## config.mk

```make
export PLATFORM = sky130hd
export DESIGN_NAME = sys_arr_gemm_sequencer
export DESIGN_NICKNAME = d
export VERILOG_FILES = /design/src/rtl/sys_arr_pkg.sv /design/src/rtl/sys_arr_row_ctr.sv /design/src/rtl/sys_arr_gemm_sequencer.sv
export SDC_FILE = /design/constraint.sdc
export NUM_CORES = 1
export LEC_CHECK = 0
export CAP_MARGIN = 20
export CORE_AREA = 2 2 188 190
export CTS_CLUSTER_SIZE = 40
export DETAILED_ROUTE_END_ITERATION = 12
export DIE_AREA = 0 0 190 192
export GPL_TIMING_DRIVEN = 0
export PLACE_DENSITY = 0.57
export RECOVER_POWER = 25
export SLEW_MARGIN = 20
export SYNTH_ARGS = -nofsm -noshare
export SYNTH_HDL_FRONTEND = slang
export SYNTH_HIERARCHICAL = 1
export SYNTH_SLANG_ARGS = --single-unit
```

## constraint.sdc

```tcl
create_clock -name clk -period 2 [get_ports clk]
set_input_delay 0.3 -clock clk [delete_from_list [all_inputs] [get_ports clk]]
set_output_delay 0.3 -clock clk [all_outputs]
set_load 0.02 [all_outputs]
```

## src/rtl/sys_arr_pkg.sv

```systemverilog
// Shared defaults and sequencer state type for the systolic array
// memory-side logic.
package sys_arr_pkg;

    localparam int N  = 4;
    localparam int DW = 16;
    localparam int TW = 4;

    typedef enum logic [2:0] {
        S_IDLE,
        S_LOAD_W,
        S_WAIT_SPACE,
        S_LOAD_X,
        S_DRAIN
    } seq_state_t;

endpackage

```

## src/rtl/sys_arr_row_ctr.sv

```systemverilog
// Wrapping row/tile counter with synchronous clear; N must be a power of 2
// so the increment wraps naturally at N-1.
module sys_arr_row_ctr #(
    parameter int N = 4
) (
    input  logic                 clk,
    input  logic                 nRST,
    input  logic                 inc,
    input  logic                 clr,
    output logic [$clog2(N)-1:0] cnt,
    output logic                 last
);

    localparam int CW = $clog2(N);

    logic [CW-1:0] cnt_q, cnt_d;

    always_comb begin
        cnt_d = cnt_q;
        if (clr) begin
            cnt_d = '0;
        end else if (inc) begin
            cnt_d = cnt_q + 1'b1;
        end
    end

    always_ff @(posedge clk or negedge nRST) begin
        if (!nRST) begin
            cnt_q <= '0;
        end else begin
            cnt_q <= cnt_d;
        end
    end

    assign cnt  = cnt_q;
    assign last = (cnt_q == CW'(N - 1));

endmodule

```

## src/rtl/sys_arr_gemm_sequencer.sv

```systemverilog
// Memory-side GEMM sequencer: streams weight and input tiles into the
// systolic array and counts returning result rows until completion.
module sys_arr_gemm_sequencer #(
    parameter int N  = sys_arr_pkg::N,
    parameter int DW = sys_arr_pkg::DW,
    parameter int TW = sys_arr_pkg::TW
) (
    input  logic                 clk,
    input  logic                 nRST,
    input  logic                 cmd_valid,
    output logic                 cmd_ready,
    input  logic [TW-1:0]        cmd_tiles,
    input  logic                 cmd_reuse_w,
    input  logic                 w_valid,
    output logic                 w_ready,
    input  logic [DW*N-1:0]      w_data,
    input  logic                 x_valid,
    output logic                 x_ready,
    input  logic [DW*N-1:0]      x_data,
    input  logic [DW*N-1:0]      ps_data,
    output logic                 weight_en,
    output logic                 input_en,
    output logic                 partial_en,
    output logic [$clog2(N)-1:0] row_in_en,
    output logic [$clog2(N)-1:0] row_ps_en,
    output logic [DW*N-1:0]      array_in,
    output logic [DW*N-1:0]      array_in_partials,
    input  logic                 drained,
    input  logic                 fifo_has_space,
    input  logic                 out_en,
    input  logic [$clog2(N)-1:0] row_out,
    input  logic [DW*N-1:0]      array_output,
    output logic                 res_valid,
    output logic [$clog2(N)-1:0] res_row,
    output logic [DW*N-1:0]      res_data,
    output logic                 busy,
    output logic                 done
);

    import sys_arr_pkg::*;

    localparam int RW = $clog2(N);
    localparam int CW = TW + RW;

    seq_state_t state_q, state_d;

    logic [TW-1:0] tiles_q;
    logic          w_loaded_q;
    logic [CW-1:0] rows_rcvd_q;
    logic          done_q, done_d;

    logic [RW-1:0] row_cnt;
    logic          row_last;
    logic [TW-1:0] tile_cnt;
    logic          tile_wrap;

    logic cmd_fire, w_fire, x_fire;
    logic tile_final, rows_all;

    logic            weight_en_q, input_en_q, partial_en_q;
    logic [RW-1:0]   row_in_en_q, row_ps_en_q;
    logic [DW*N-1:0] array_in_q, array_ps_q;
    logic            res_valid_q;
    logic [RW-1:0]   res_row_q;
    logic [DW*N-1:0] res_data_q;

    assign cmd_fire = cmd_ready & cmd_valid;
    assign w_fire   = w_ready & w_valid;
    assign x_fire   = x_ready & x_valid;

    // tiles_q * N, with N a power of two
    assign rows_all   = (rows_rcvd_q == {tiles_q, {RW{1'b0}}});
    assign tile_final = (tile_cnt == tiles_q - 1'b1) | tile_wrap;

    sys_arr_row_ctr #(.N(N)) u_row_ctr (
        .clk  (clk),
        .nRST (nRST),
        .inc  (w_fire | x_fire),
        .clr  (cmd_fire),
        .cnt  (row_cnt),
        .last (row_last)
    );

    sys_arr_row_ctr #(.N(1 << TW)) u_tile_ctr (
        .clk  (clk),
        .nRST (nRST),
        .inc  (x_fire & row_last),
        .clr  (cmd_fire),
        .cnt  (tile_cnt),
        .last (tile_wrap)
    );

    always_comb begin
        state_d   = state_q;
        cmd_ready = 1'b0;
        w_ready   = 1'b0;
        x_ready   = 1'b0;
        done_d    = 1'b0;
        unique case (state_q)
            S_IDLE: begin
                cmd_ready = 1'b1;
                if (cmd_valid) begin
                    if (cmd_reuse_w && w_loaded_q) begin
                        state_d = S_WAIT_SPACE;
                    end else begin
                        state_d = S_LOAD_W;
                    end
                end
            end
            S_LOAD_W: begin
                w_ready = 1'b1;
                if (w_valid && row_last) begin
                    state_d = S_WAIT_SPACE;
                end
            end
            S_WAIT_SPACE: begin
                if (fifo_has_space) begin
                    state_d = S_LOAD_X;
                end
            end
            S_LOAD_X: begin
                x_ready = 1'b1;
                if (x_valid && row_last) begin
                    state_d = tile_final ? S_DRAIN : S_WAIT_SPACE;
                end
            end
            S_DRAIN: begin
                if (rows_all && drained) begin
                    state_d = S_IDLE;
                    done_d  = 1'b1;
                end
            end
            default: state_d = S_IDLE;
        endcase
    end

    always_ff @(posedge clk or negedge nRST) begin
        if (!nRST) begin
            state_q     <= S_IDLE;
            tiles_q     <= '0;
            w_loaded_q  <= 1'b0;
            rows_rcvd_q <= '0;
            done_q      <= 1'b0;
        end else begin
            state_q <= state_d;
            done_q  <= done_d;
            if (cmd_fire) begin
                tiles_q <= (cmd_tiles == '0) ? TW'(1) : cmd_tiles;
            end
            if (w_fire && row_last) begin
                w_loaded_q <= 1'b1;
            end
            // Results arriving while idle are forwarded but not counted
            if (cmd_fire) begin
                rows_rcvd_q <= '0;
            end else if (busy && out_en) begin
                rows_rcvd_q <= rows_rcvd_q + 1'b1;
            end
        end
    end

    always_ff @(posedge clk or negedge nRST) begin
        if (!nRST) begin
            weight_en_q  <= 1'b0;
            input_en_q   <= 1'b0;
            partial_en_q <= 1'b0;
            row_in_en_q  <= '0;
            row_ps_en_q  <= '0;
            array_in_q   <= '0;
            array_ps_q   <= '0;
        end else begin
            weight_en_q  <= w_fire;
            input_en_q   <= x_fire;
            partial_en_q <= x_fire;
            row_in_en_q  <= (w_fire | x_fire) ? row_cnt : '0;
            row_ps_en_q  <= x_fire ? row_cnt : '0;
            if (w_fire) begin
                array_in_q <= w_data;
            end else if (x_fire) begin
                array_in_q <= x_data;
            end
            if (x_fire) begin
                array_ps_q <= ps_data;
            end
        end
    end

    always_ff @(posedge clk or negedge nRST) begin
        if (!nRST) begin
            res_valid_q <= 1'b0;
            res_row_q   <= '0;
            res_data_q  <= '0;
        end else begin
            res_valid_q <= out_en;
            res_row_q   <= out_en ? row_out : '0;
            res_data_q  <= out_en ? array_output : '0;
        end
    end

    assign busy              = (state_q != S_IDLE);
    assign done              = done_q;
    assign weight_en         = weight_en_q;
    assign input_en          = input_en_q;
    assign partial_en        = partial_en_q;
    assign row_in_en         = row_in_en_q;
    assign row_ps_en         = row_ps_en_q;
    assign array_in          = array_in_q;
    assign array_in_partials = array_ps_q;
    assign res_valid         = res_valid_q;
    assign res_row           = res_row_q;
    assign res_data          = res_data_q;

endmodule

```

==> metrics.md, run 1 <==
| Metric | Value |
|---|---|
| Status | `completed` |
| H-tree levels | `1` |
| Transition time at the pin with the least slew margin | `0.937 ns` |
| Vias in the first global route | `7957` |
| Share of post-route cells with drive strength above 1 | `0.0700` |
| First-pass GRT wire length | `46700 µm` |
| Starting Density | `0.257` |
| Fin area | `15100 µm²` |
| Leakage power | `6.87 nW` |
| Total routed wirelength | `30800 µm` |
| Final Cycle Share | `0.956` |
| I/O pin total | `478` |
| CP Capture Type | `output pin` |
| Area of combinational cells with multiple inputs | `2980 µm²` |
| Layout net count | `1602` |
| RSZ-0062 raised after global routing | `no` |
| Unique masters post-synth | `47` |
| Share of flip-flops with an asynchronous set or reset | `1.00` |
| Total Die Area | `36500 µm²` |
| Crit-path slowest cell | `sky130_fd_sc_hd__dfrtp_2` |
| Cts bufs inserted | `27` |
| Predominant post-synthesis flop cell | `sky130_fd_sc_hd__dfrtp_1` |
| Fmax | `0.523 GHz` |
| Number of violations of the max-capacitance limit | `0` |
| Highest signal layer in the routed design | `met4` |
| Routed metal-1 wire length | `12400 µm` |
| Post-synthesis cell count | `815` |
| Maximum single-stage delay on the critical path | `0.43 ns` |
| Mean Syn Cell Area | `10.8 µm²` |
| Endpoints failing setup | `0` |
| CP Cell Sequence | `or3_4 > inv_1 > buf_4` |
| FP Rows | `68` |
| Sequential standard cell area | `5560 µm²` |
| Number of synthesized register bits | `222` |
| Worst-case clock skew | `0.0147 ns` |
| Remaining routing DRC violations | `0` |
| EDFF count, synth | `0` |
| Grt ovf | `0` |
| Routed wire length on met3 | `2810 µm` |
| Worst-case setup slack after placement | `-0.301 ns` |
| Detail-routed net length per standard cell | `17.1 µm` |
| Height of the die | `192 µm` |
| Placed Instance Area | `14200 µm²` |
| Port Buf Inserts | `477` |
| Largest net degree at the start of global routing | `88` |
| Post-synthesis instance area | `8820 µm²` |
| WL met2 | `14900 µm` |
| Post-route setup slack | `0.0884 ns` |
| Final critical path time including I/O delays and setup | `1.91 ns` |
| Worst-case clock buffer depth | `3` |
| Number of clock sinks | `222` |
| CTS tree | `done` |
| Growth of design area from synthesis to finish | `71.2%` |
| Post-Synthesis Net Count | `1091` |
| Count of antenna-violating nets left after detailed routing | `0` |
| Total routing resource utilization after global routing | `0.164` |
| Worst-Skew Late Latency | `0.53 ns` |
| Drt initial violations | `261` |
| Worst slew margin | `0.376` |
| Worst supply voltage drop on vdd | `0.633 mV` |
| Worst setup path category | `register to output pin` |
| Type of the tightest min-delay check | `primary input to register` |
| Die extent in x | `190 µm` |
| Signal arrival time at the worst endpoint | `1.61 ns` |
| Proportion of synthesized chip area in sequential cells | `0.630` |
| Number of antenna violations at the first check in global routing | `0` |
| Buffers and inverters on the worst path | `2` |
| Ant diodes | `0` |
| Half-perimeter wire length after detailed placement | `23600 µm` |
| Weighted congestion at the end of routability-driven global placement | `0.786` |
| Final count of pins violating max slew | `0` |
| Via density per instance | `4.22` |
| Total via count in the routed design | `7595` |
| TritonRoute pass-1 iters | `4` |
| Fill cells | `3327` |
| Pwr Density | `1360 nW/µm²` |
| Cell type group with the largest total delay on the critical path | `flip-flops` |
| Crit Path Max Fanout | `3` |
| Clk root buf | `sky130_fd_sc_hd__clkbuf_16` |
| Clock-pin transition on the worst setup and hold timing paths | `0.06 ns` |
| Req. time, crit path | `1.70 ns` |
| Warnings, synthesis | `6` |
| Kind of start point of the critical path | `register` |
| Core area | `34300 µm²` |
| Final hold viol count | `0` |
## power breakdown
| group | internal [W] | total [W] | leakage, nW | switching (W) |
|---|---|---|---|---|
| combinational | 0.00421 | 0.00876 | 3.70 | 0.00455 |
| clock | 0.00288 | 0.00478 | 0.426 | 0.00190 |
| sequential | 0.00606 | 0.00697 | 2.75 | 0.000908 |
## logic make-up after synthesis
kind of cell,after synthesis,synth area share
XOR/XNOR,13,0.0129
AND/OR/NAND/NOR,364,0.182
flip-flops,222,0.630
adder cells (fa/ha/maj),5,0.00709
buffers and inverters,56,0.0339
AO/OA/AOI/OAI,85,0.0536
multiplexers,70,0.0803
## through the flow
stage | utilization | hold WS [ns] | std cells | TNS [ns] | power [W]
6_report | 0.440 | 0.299 | 1798 | 0 | 0.0205
5_1_grt | 0.440 | 0.282 | 1798 | 0 | 0.0218
4_1_cts | 0.440 | 0.266 | 1796 | -0.126 | 0.0208
3_5_place_dp | 0.415 | 0.295 | 1749 | -0.409 | 0.0159
3_3_place_gp | 0.413 | 0.458 | 1747 | -2098.03 | 0.0158
2_1_floorplan | - | 0.00441 | 815 | 0 | 0.0113
## worst paths after layout
path                                       start                     to  slack [ns]  cells past startpoint
min reg2reg                array_in_partials[49]  array_in_partials[49]        0.47                      2
max                                   state_q[2]              cmd_ready        0.09                      3
min                                  ps_data[17]  array_in_partials[17]        0.30                      3
min in group asynchronous                   nRST            res_data[7]        0.48                      2
max reg2reg                           state_q[0]      u_tile_ctr/cnt[3]        0.22                      6
max in group asynchronous                   nRST  array_in_partials[36]        0.28                      3
## sequential cells by signal, indices dropped and copies added (netlist names), 2 cells and up
signal,count
array_in,64
array_in_partials,64
res_data,64
rows_rcvd_q,6
tiles_q,4
u_tile_ctr/cnt,4
state_q,3
res_row,2
row_in_en,2
row_ps_en,2
u_row_ctr/cnt,2
## repair_timing
item | in CTS | in global routing
setup buffers | 0 | 2
hold endpoints to repair | 61 | 0
resized for setup | 15 | 4
setup endpoints to repair | 5 | 5
hold buffers | 1 | 0
pin swaps | 0 | 0
## area by class of cell
class,instances,share of cell area
clock inverters,6,0.00381
plain buffers,45,0.0171
repair buffers,482,0.320
well taps,455,0.0377
inverters,11,0.00273
multi-input cells,537,0.197
flip-flops and latches,222,0.368
clock buffers,40,0.0533
## synth_stat cells, types with 5 or more instances
cell type	number	area share
sky130_fd_sc_hd__and2_1	71	0.050
sky130_fd_sc_hd__buf_2	19	0.011
sky130_fd_sc_hd__buf_6	5	0.0064
sky130_fd_sc_hd__clkbuf_1	14	0.0060
sky130_fd_sc_hd__dfrtp_1	222	0.63
sky130_fd_sc_hd__ha_1	5	0.0071
sky130_fd_sc_hd__inv_1	10	0.0043
sky130_fd_sc_hd__mux2i_1	67	0.076
sky130_fd_sc_hd__nand2_1	261	0.11
sky130_fd_sc_hd__nor2_1	13	0.0055
sky130_fd_sc_hd__o21ai_0	56	0.032
sky130_fd_sc_hd__o21ai_1	14	0.0079
sky130_fd_sc_hd__xnor2_1	6	0.0060
sky130_fd_sc_hd__xor2_1	7	0.0070
## cells in the final DEF, fill, tap and decap left out, types with 7 or more instances in the layout
| master | netlist | routed |
|---|---|---|
| sky130_fd_sc_hd__clkbuf_8 | 0 | 8 |
| sky130_fd_sc_hd__nor2_1 | 13 | 12 |
| sky130_fd_sc_hd__nand2_1 | 261 | 261 |
| sky130_fd_sc_hd__inv_1 | 10 | 10 |
| sky130_fd_sc_hd__dfrtp_1 | 222 | 220 |
| sky130_fd_sc_hd__o21ai_1 | 14 | 14 |
| sky130_fd_sc_hd__and2_0 | 0 | 16 |
| sky130_fd_sc_hd__xor2_1 | 7 | 7 |
| sky130_fd_sc_hd__mux2i_1 | 67 | 67 |
| sky130_fd_sc_hd__buf_2 | 19 | 19 |
| sky130_fd_sc_hd__o21ai_0 | 56 | 56 |
| sky130_fd_sc_hd__buf_4 | 4 | 7 |
| sky130_fd_sc_hd__clkdlybuf4s50_1 | 0 | 471 |
| sky130_fd_sc_hd__clkbuf_16 | 0 | 27 |
| sky130_fd_sc_hd__clkbuf_1 | 14 | 19 |
| sky130_fd_sc_hd__and2_1 | 71 | 55 |
## worst reg2reg max path, stage by stage, from the launching register on
cell and delay, ns:
sky130_fd_sc_hd__dfrtp_2 0.41, sky130_fd_sc_hd__nor2b_4 0.21, sky130_fd_sc_hd__nand3_2 0.19, sky130_fd_sc_hd__buf_8 0.23, sky130_fd_sc_hd__nor2_4 0.17, sky130_fd_sc_hd__nand4_1 0.15, sky130_fd_sc_hd__mux2_4 0.31
## layer usage
layer  track usage  vias to the layer above
li1              -                     3645
met1         0.197                     3603
met2         0.282                      308
met3        0.0559                       39
met4        0.0426                        0
met5             0                        -
No activity file was read; power rests on OpenSTA's default activity.
==> inputs of run 2 (changes only) <==
Settings changed: HOLD_SLACK_MARGIN set to 0.02.
==> results of run 2 <==
Same layout as run 1: the final DEF is identical, and so are final timing and power.
